===== config.mk =====
export PLATFORM = sky130hd
export DESIGN_NAME = playseq_condiciona_entradas_flat
export DESIGN_NICKNAME = d
export VERILOG_FILES = /design/src/rtl/playseq_condiciona_entradas_pkg.sv /design/src/rtl/playseq_condiciona_entradas_if.sv /design/src/rtl/playseq_condiciona_entradas_debounce_bit.sv /design/src/rtl/playseq_condiciona_entradas.sv /design/src/flat_wrapper.sv
export SDC_FILE = /design/constraint.sdc
export NUM_CORES = 1
export LEC_CHECK = 0
export CORE_ASPECT_RATIO = 1.5
export CORE_MARGIN = 5
export CORE_UTILIZATION = 35
export DETAILED_ROUTE_END_ITERATION = 10
export GPL_ROUTABILITY_DRIVEN = 0
export GPL_TIMING_DRIVEN = 0
export PLACE_DENSITY = 0.51
export SYNTH_ARGS = -nofsm -noshare
export SYNTH_HDL_FRONTEND = slang
export SYNTH_HIERARCHICAL = 1
export SYNTH_SLANG_ARGS = --single-unit

===== constraint.sdc =====
create_clock -name clock -period 1.69 [get_ports clock]
set_input_delay 0.338 -clock clock [delete_from_list [all_inputs] [get_ports clock]]
set_output_delay 0.338 -clock clock [all_outputs]
set_load 0.01 [all_outputs]

===== src/rtl/playseq_condiciona_entradas_pkg.sv =====
// playseq_condiciona_entradas_pkg: shared FSM states, default debounce window and one-hot helper
package playseq_condiciona_entradas_pkg;

    // 20 ms at the 1 kHz game clock
    localparam int DEBOUNCE_CICLOS_DEFAULT = 20;

    typedef enum logic [1:0] {
        OCIOSO        = 2'd0,
        EMITE         = 2'd1,
        ESPERA_SOLTAR = 2'd2,
        INVALIDA      = 2'd3
    } estado_t;

    // True when exactly one bit is set
    function automatic logic is_one_hot(input logic [3:0] b);
        return (b != 4'd0) && ((b & (b - 4'd1)) == 4'd0);
    endfunction

endpackage


===== src/rtl/playseq_condiciona_entradas_if.sv =====
// playseq_condiciona_entradas_if: raw button inputs and conditioned event outputs
interface playseq_condiciona_entradas_if;

    logic [3:0] i_botoes_raw;
    logic       i_jogar_raw;
    logic [3:0] o_botoes;
    logic       o_jogada_pulso;
    logic [3:0] o_jogada_valor;
    logic       o_jogar_pulso;
    logic       o_multiplas;
    logic [1:0] o_db_estado;

    // Conditioning block side
    modport slave (
        input  i_botoes_raw, i_jogar_raw,
        output o_botoes, o_jogada_pulso, o_jogada_valor, o_jogar_pulso, o_multiplas, o_db_estado
    );

    // Board / game core side
    modport master (
        output i_botoes_raw, i_jogar_raw,
        input  o_botoes, o_jogada_pulso, o_jogada_valor, o_jogar_pulso, o_multiplas, o_db_estado
    );

endinterface


===== src/rtl/playseq_condiciona_entradas_debounce_bit.sv =====
// debounce_bit: two-flop synchroniser followed by a consecutive-mismatch debounce counter
module debounce_bit
    import playseq_condiciona_entradas_pkg::*;
#(
    parameter int DEBOUNCE_CICLOS = DEBOUNCE_CICLOS_DEFAULT
) (
    input  logic clock,
    input  logic reset,
    input  logic i_raw,
    output logic o_stable
);

    localparam int CW = $clog2(DEBOUNCE_CICLOS + 1);
    localparam logic [CW-1:0] CNT_MAX = CW'(DEBOUNCE_CICLOS - 1);

    logic [1:0]    r_sync;
    logic [CW-1:0] r_cnt;
    logic          r_stable;

    // Stable value only flips after DEBOUNCE_CICLOS consecutive clocks of disagreement
    always_ff @(posedge clock or posedge reset) begin
        if (reset) begin
            r_sync   <= 2'b00;
            r_cnt    <= '0;
            r_stable <= 1'b0;
        end else begin
            r_sync <= {r_sync[0], i_raw};
            if (r_sync[1] == r_stable) begin
                r_cnt <= '0;
            end else if (r_cnt == CNT_MAX) begin
                r_stable <= r_sync[1];
                r_cnt    <= '0;
            end else begin
                r_cnt <= r_cnt + CW'(1);
            end
        end
    end

    assign o_stable = r_stable;

endmodule


===== src/rtl/playseq_condiciona_entradas.sv =====
// playseq_condiciona_entradas: debounces the board buttons and emits single-cycle play/start events
module playseq_condiciona_entradas
    import playseq_condiciona_entradas_pkg::*;
#(
    parameter int DEBOUNCE_CICLOS = DEBOUNCE_CICLOS_DEFAULT
) (
    input logic                            clock,
    input logic                            reset,
    playseq_condiciona_entradas_if.slave   bus
);

    logic [4:0] w_raw;
    logic [4:0] w_stable;
    logic [3:0] w_b;
    logic       w_jogar;

    estado_t    r_estado;
    logic       r_jogada_pulso;
    logic [3:0] r_jogada_valor;
    logic       r_multiplas;
    logic       r_jogar_d;
    logic       r_jogar_pulso;

    // Bit 4 carries jogar, bits 3:0 the play buttons
    assign w_raw   = {bus.i_jogar_raw, bus.i_botoes_raw};
    assign w_b     = w_stable[3:0];
    assign w_jogar = w_stable[4];

    genvar g;
    generate
        for (g = 0; g < 5; g++) begin : g_db
            debounce_bit #(.DEBOUNCE_CICLOS(DEBOUNCE_CICLOS)) u_db (
                .clock    (clock),
                .reset    (reset),
                .i_raw    (w_raw[g]),
                .o_stable (w_stable[g])
            );
        end
    endgenerate

    // Rising-edge detector on debounced jogar, independent of the play FSM
    always_ff @(posedge clock or posedge reset) begin
        if (reset) begin
            r_jogar_d     <= 1'b0;
            r_jogar_pulso <= 1'b0;
        end else begin
            r_jogar_d     <= w_jogar;
            r_jogar_pulso <= w_jogar & ~r_jogar_d;
        end
    end

    // Play FSM with registered Moore outputs; outputs are set on entry to the state that owns them
    always_ff @(posedge clock or posedge reset) begin
        if (reset) begin
            r_estado       <= OCIOSO;
            r_jogada_pulso <= 1'b0;
            r_jogada_valor <= 4'd0;
            r_multiplas    <= 1'b0;
        end else begin
            r_jogada_pulso <= 1'b0;
            case (r_estado)
                OCIOSO: begin
                    if (is_one_hot(w_b)) begin
                        r_estado       <= EMITE;
                        r_jogada_pulso <= 1'b1;
                        r_jogada_valor <= w_b;
                    end else if (w_b != 4'd0) begin
                        r_estado    <= INVALIDA;
                        r_multiplas <= 1'b1;
                    end
                end
                EMITE: begin
                    r_estado <= ESPERA_SOLTAR;
                end
                ESPERA_SOLTAR: begin
                    if (w_b == 4'd0) r_estado <= OCIOSO;
                end
                INVALIDA: begin
                    if (w_b == 4'd0) begin
                        r_estado    <= OCIOSO;
                        r_multiplas <= 1'b0;
                    end
                end
                default: r_estado <= OCIOSO;
            endcase
        end
    end

    assign bus.o_botoes       = w_b;
    assign bus.o_jogada_pulso = r_jogada_pulso;
    assign bus.o_jogada_valor = r_jogada_valor;
    assign bus.o_jogar_pulso  = r_jogar_pulso;
    assign bus.o_multiplas    = r_multiplas;
    assign bus.o_db_estado    = r_estado;

endmodule


===== src/flat_wrapper.sv =====
// flat-port wrapper written by rule: the top's interface ports become plain ports
module playseq_condiciona_entradas_flat import playseq_condiciona_entradas_pkg::*;
#(
    parameter int DEBOUNCE_CICLOS = DEBOUNCE_CICLOS_DEFAULT
)
  (clock, reset, bus_i_botoes_raw, bus_i_jogar_raw, bus_o_botoes, bus_o_jogada_pulso, bus_o_jogada_valor, bus_o_jogar_pulso, bus_o_multiplas, bus_o_db_estado);
  playseq_condiciona_entradas_if bus_i ();
  input logic clock;
  input logic reset;
  input wire logic [$bits(bus_i.i_botoes_raw)-1:0] bus_i_botoes_raw;
  input wire logic [$bits(bus_i.i_jogar_raw)-1:0] bus_i_jogar_raw;
  output wire logic [$bits(bus_i.o_botoes)-1:0] bus_o_botoes;
  output wire logic [$bits(bus_i.o_jogada_pulso)-1:0] bus_o_jogada_pulso;
  output wire logic [$bits(bus_i.o_jogada_valor)-1:0] bus_o_jogada_valor;
  output wire logic [$bits(bus_i.o_jogar_pulso)-1:0] bus_o_jogar_pulso;
  output wire logic [$bits(bus_i.o_multiplas)-1:0] bus_o_multiplas;
  output wire logic [$bits(bus_i.o_db_estado)-1:0] bus_o_db_estado;
  assign bus_i.i_botoes_raw = bus_i_botoes_raw;
  assign bus_i.i_jogar_raw = bus_i_jogar_raw;
  assign bus_o_botoes = bus_i.o_botoes;
  assign bus_o_jogada_pulso = bus_i.o_jogada_pulso;
  assign bus_o_jogada_valor = bus_i.o_jogada_valor;
  assign bus_o_jogar_pulso = bus_i.o_jogar_pulso;
  assign bus_o_multiplas = bus_i.o_multiplas;
  assign bus_o_db_estado = bus_i.o_db_estado;
  playseq_condiciona_entradas #(.DEBOUNCE_CICLOS(DEBOUNCE_CICLOS)) u_core (.clock(clock), .reset(reset), .bus(bus_i));
endmodule

==> run_results.csv <==
group,metric,value,unit
cells_and_area,drive_gt1_share,19.2,%
timing,setup-tns-final,0,ps
global_route,grt_pass1_wl,7260,um
yosys,synth_seq_area_share,57.6,%
timing,final-hold-violation-count,0,
drt,wl_per_cell,13.9,um
timing,min_period_over_period,95.6,%
critical_path,cp-end-kind,"output port",
global_route,globalRouteOverflowTotal,0,
critical_path,critPathKind,"reg -> out",
timing,finClkSkew,5.62,ps
global_route,antenna_found_initial,0,
drt,drt_pre_antenna_iters,4,
cts,clockBufferDepth,2,
global_route,grt_max_degree,15,
cells_and_area,area_growth,21.1,%
drt,vias_per_cell,4.92,
timing,timing.hold.ws,352,ps
yosys,yosysWarnings,6,
drt,drtIter0Drc,65,
critical_path,reg2regPathDepth,4,
critical_path,cpLargestDelayFamily,"buffers and inverters",
floorplan,die_w,74.3,um
timing,rsz0062_at_grt,"false",
critical_path,r2r-end,"u_core/bus.o_multiplas",
critical_path,critPathArrivalTime,1280,ps
drt,drcViolationCount,0,
yosys,syn_inst,182,
critical_path,r2r_slack,90,ps
floorplan,io_pins,20,
floorplan,die_h,107,um
floorplan,dieArea,7920,sq um
timing,timing.fmax,0.619,GHz
yosys,avgSynthCellArea,11.9,sq um
timing,finalMaxSlewViolations,0,
placement,place_worst_setup_slack,98.5,ps
min_path,hold_path_end,"u_core/g_db[0].u_db/r_sync[1]",
critical_path,critPathLaunchType,"register",
cts,numCtsBuffers,5,
timing,min_period,1620,ps
drt,routed_wl,4060,um
cells_and_area,instances_no_fill,293,
floorplan,rows,35,
yosys,synth_seq_cells,50,
drt,final_antenna_net_count,0,
cells_and_area,fill_cells,564,
cells_and_area,final_cell_mix,"44 x dfrtp_1, 20 x nor2_1, 17 x clkdlybuf4s50_1",
run,max-cap-violations,0,
timing,relSlewSlack,70.7,%
yosys,syn_area,2170,sq um
critical_path,worstPathCellList,"clkdlybuf4s50_1",
cts,cts_sinks,50,
cells_and_area,insertedDiodeCount,0,
cells_and_area,nNetsFinal,230,
placement,dp_cells,275,
critical_path,max_stage_delay,550,ps
cts,htreeDepth,2,
drt,vias,1442,
global_route,grt_usage,11.6,%
critical_path,path_buf_inv,1,
power_and_ir_drop,p_leak,0.00126,uW
placement,port_buffers,19,
floorplan,initial_utilization,35.7,%
timing,setup_ws,74.9,ps
global_route,grt_pass1_vias,1560,
cts,clock_latency,290,ps
placement,hpwlAfterDp,2950,um
floorplan,design.core.area,6090,sq um
critical_path,regToRegStartpoint,"u_core/g_db[2].u_db/o_stable",
min_path,holdPathStages,0,
critical_path,critical_path.max_fanout,7,
timing,setup-violations-final,0,
min_path,hp-class,"reg -> reg",
cts,cts-root-buf,"clkbuf_8",
min_path,worstHoldStart,"u_core/g_db[0].u_db/r_sync[0]",
power_and_ir_drop,irDropWorstVdd,0.562,mV
yosys,syn_nets,194,
cts,cts_tree,"yes",
cts,path_clk_slew,80,ps
critical_path,crit_required,1350,ps
timing,tightest_slew,439,ps
yosys,synth.distinct_cells,33,
critical_path,worst-path-stages,1,
run_status,status,"complete, no violations",
power_and_ir_drop,powerDensity,786,nW/um^2
critical_path,cp_slowest_cell,"clkdlybuf4s50_1",
cells_and_area,layout_commonest_cell,"dfrtp_1",
==> timing repair <==
item | CTS | global route
pin swaps | 0 | 0
setup buffers | 3 | 7
gates resized for setup | 7 | 1
hold buffers | 0 | 0
setup endpoints to repair | 6 | 3
==> logic make-up after synthesis <==
logic type | after synthesis | synth area share [%]
DFF | 50 | 57.6
AOI/OAI and AO/OA | 21 | 8.35
buffers and inverters | 10 | 1.78
adders and majority gates | 5 | 2.88
and+or+nand+nor | 70 | 17.5
muxes | 5 | 3.45
xor gates and xnor gates | 21 | 8.46
==> registers in the layout, indices dropped and copies added, names as in the netlist <==
register                   flops
u_core/bus.o_db_estado         2
u_core/g_db.u_db/o_stable      5
u_core/g_db.u_db/r_cnt        25
u_core/g_db.u_db/r_sync       10
u_core/r_jogar_d               1
u_core/bus.o_multiplas         1
u_core/bus.o_jogada_pulso      1
u_core/bus.o_jogar_pulso       1
u_core/bus.o_jogada_valor      4
==> routing by layer <==
layer | vias to the layer above | part of all wire (%) | track usage (%)
met5 | - | 0 | 0
met4 | 0 | 1.3 | 4.20
met3 | 5 | 4.5 | 3.31
met2 | 27 | 51 | 19.5
met1 | 715 | 43 | 13.9
li1 | 695 | - | -
==> power breakdown <==
| part | total, uW | switching (uW) | internal, uW |
|---|---|---|---|
| Sequential | 1270 | 34.7 | 1240 |
| Clock | 690 | 360 | 331 |
| Combinational | 108 | 59.7 | 48.0 |
| Total | 2070 | 454 | 1610 |
==> cells in the mapped netlist <==
library cell | number | share of area (%)
a211o_1 | 1 | 0.40
a211oi_1 | 1 | 0.35
a21o_1 | 2 | 0.69
a21oi_1 | 2 | 0.46
a221o_1 | 1 | 0.46
a221oi_1 | 1 | 0.40
a22o_1 | 1 | 0.40
a32o_1 | 3 | 1.4
and2_1 | 10 | 2.9
and3_1 | 1 | 0.29
buf_2 | 1 | 0.23
clkbuf_1 | 3 | 0.52
dfrtp_1 | 50 | 58
ha_1 | 5 | 2.9
inv_1 | 6 | 1.0
mux2_4 | 5 | 3.5
nand2_1 | 9 | 1.6
nand2b_1 | 1 | 0.29
nand3_1 | 11 | 2.5
nand4_1 | 2 | 0.58
nand4b_1 | 1 | 0.40
nor2_1 | 20 | 3.5
nor2b_1 | 2 | 0.58
nor3_1 | 1 | 0.23
nor3_2 | 6 | 2.8
nor4_1 | 1 | 0.29
o21ai_0 | 4 | 0.92
o31ai_2 | 5 | 2.9
or2_2 | 1 | 0.29
or3_1 | 3 | 0.86
or3_4 | 1 | 0.52
xnor2_1 | 10 | 4.0
xor2_1 | 11 | 4.4
==> layout make-up <==
cell class              count  area [sq um]  area share (%)
multi-input cells         122           883            33.6
repair buffers             29           267            10.1
well taps                  74          92.6            3.52
flip-flops and latches     50          1260            47.8
inverters                   6          22.5           0.856
plain buffers               4          16.3           0.618
clock buffers               7          86.3            3.28
clock inverters             1          5.00           0.190
==> per-stage QoR <==
stage | power (uW) | util [%] | instance area [sq um]
final | 2070 | 43.2 | 2630
after global placement | 1390 | 40.3 | 2460
after detailed placement | 1400 | 40.3 | 2460
after floorplan | 1360 | - | 2170
after CTS | 2110 | 42.3 | 2580
after global routing | 2180 | 43.2 | 2630
==> worst max-delay path by stage <==
stage | slack, ps | end | from
3_3_place_gp | 110 | u_core/bus.o_multiplas | u_core/g_db[0].u_db/o_stable
3_5_place_dp | 100 | u_core/bus.o_multiplas | u_core/g_db[2].u_db/o_stable
5_1_grt | 20 | bus_o_db_estado[0] | u_core/bus.o_db_estado[0]
2_1_floorplan | 200 | u_core/bus.o_multiplas | u_core/g_db[2].u_db/o_stable
6_report | 70 | bus_o_botoes[1] | u_core/g_db[1].u_db/o_stable
4_1_cts | 20 | bus_o_db_estado[0] | u_core/bus.o_db_estado[0]
Note: power is estimated with default switching activity, not from simulation.
==> variant, RTL diff (same flow settings) <==
`DEBOUNCE_CICLOS_DEFAULT`: 20 -> 10.
--- a/src/rtl/playseq_condiciona_entradas_pkg.sv
+++ b/src/rtl/playseq_condiciona_entradas_pkg.sv
@@ -2,7 +2,7 @@
 package playseq_condiciona_entradas_pkg;
 
     // 20 ms at the 1 kHz game clock
-    localparam int DEBOUNCE_CICLOS_DEFAULT = 20;
+    localparam int DEBOUNCE_CICLOS_DEFAULT = 10;
 
     typedef enum logic [1:0] {
         OCIOSO        = 2'd0,
Function: same outputs for any inputs over 10 cycles, from zero or initial values and one cycle with reset high; that may be too few to reach the edited logic, so the function may still have changed.
==> variant against the unedited design <==
Setup slack worse by 0.024 ns. Routed wire length is 7.1% lower. Critical path depth is 3 higher. Area after synthesis is 6.9% lower. Design area is 5.6% lower. Critical path type is now reg -> reg. Sequential cell count is 5 lower. Critical endpoint is now u_core/bus.o_multiplas$_DFFE_PP0P_.
Power is not compared: it rests on default switching activity, and its combinational part moved more than twofold at a synthesized area within 25%.
==> variant: results (changes against the unedited design) <==
** Status
- The run finished with clean final reports.

** Logic synthesis
- Number of distinct library cell variants in the gate-level netlist after synthesis :: 37 (+12%)
- The synthesized net count is 189 (-2.6%).
- By count the netlist is led by sky130_fd_sc_hd__dfrtp_1 (45), sky130_fd_sc_hd__nor2_1 (15), sky130_fd_sc_hd__inv_1 (11).
- Multiplexer fraction of the synthesized cell area :: 2.78% (-0.67 points)
- Share of the synthesized netlist area taken by xor and xnor gates :: 4.76% (-3.7 points)
- The area share of fa/ha/maj cells after synthesis is 0% (-2.9 points).

** Pwr
- The completed layout was analyzed and its total power is 2.69 mW.

** Critical path
- The largest incremental delay on the critical path is 0.46 ns (-0.09 ns).
- Critical Path Slowest Stage Cell :: sky130_fd_sc_hd__dfrtp_2
- Among cell families on the critical path, the largest total delay comes from simple AND/OR/NAND/NOR gates.
- The register-to-register path setup slack was 0.05 ns (-0.04 ns).

** Final layout
- The area fraction of clock buffers and clock inverters was 4.68% (+1.2 points).
- Total number of nets in the final design :: 222 (-3.5%)
- The non-clock buffer area fraction after layout was 10.4% (-0.37 points).
- Buffers, non-clock :: 30 (-9.1%)
- Multi-input gate share of the layout cell area :: 33.3% (-0.29 points)
- Area used by sequential logic in the layout :: 0.00113 mm² (-9.9%)
- The share of cell area taken by flip-flops and latches was 45.6% (-2.2 points).
- The share of cells above drive strength 1 is 23.1% (+4.0 points).
- The multi-input combinational cell count was 117 (-4.1%).
- Max reg flops :: 20 (-20%)
- Non-Clock Inverter Count :: 16 (+10)

** Global routing
- The met1 usage came to 12.0% (-1.9 points).
- The global-route met3 utilization is 4.29% (+0.98 points).
- The global-route wire length before repair came to 6.22 mm (-14%).
- Maximum number of pins on one net before global-route repair :: 14 (-1)

** Detailed routing
- Met1 wire length :: 1.62 mm (-6.6%)
- The average wire length per cell after detail routing is 13.1 µm (-5.5%).
- The number of vias in the routed layout was 1458 (+1.1%).
- First-iteration detailed-routing DRC count :: 92 (+42%)
- WL met2 :: 1.87 mm (-10%)

** Placement
- Number of instances in the placed design :: 273 (-0.73%)
- The placement-stage cell area came to 0.00230 mm² (-6.2%).

** Timing
- Worst slew pin tran :: 0.426 ns (-0.0129 ns)
## variant: worst max path at each step
stage,from,end,slack [ns]
after floorplan,u_core/g_db[2].u_db/o_stable$_DFFE_PP0P_,u_core/bus.o_multiplas$_DFFE_PP0P_,0.20
after global placement,u_core/g_db[1].u_db/o_stable$_DFFE_PP0P_,u_core/bus.o_multiplas$_DFFE_PP0P_,0.12
after detailed placement,u_core/g_db[1].u_db/o_stable$_DFFE_PP0P_,u_core/bus.o_multiplas$_DFFE_PP0P_,0.13
after CTS,u_core/g_db[2].u_db/o_stable$_DFFE_PP0P_,bus_o_botoes[2],0.01
after global routing,u_core/g_db[2].u_db/o_stable$_DFFE_PP0P_,bus_o_botoes[2],0.002
final,u_core/g_db[2].u_db/o_stable$_DFFE_PP0P_,u_core/bus.o_multiplas$_DFFE_PP0P_,0.05
## variant: repair_timing
action                     in CTS  in global routing
pin swaps                       0                  0
resized for setup               7                  1
setup endpoints to repair       6                  5
buffers inserted                0                  7
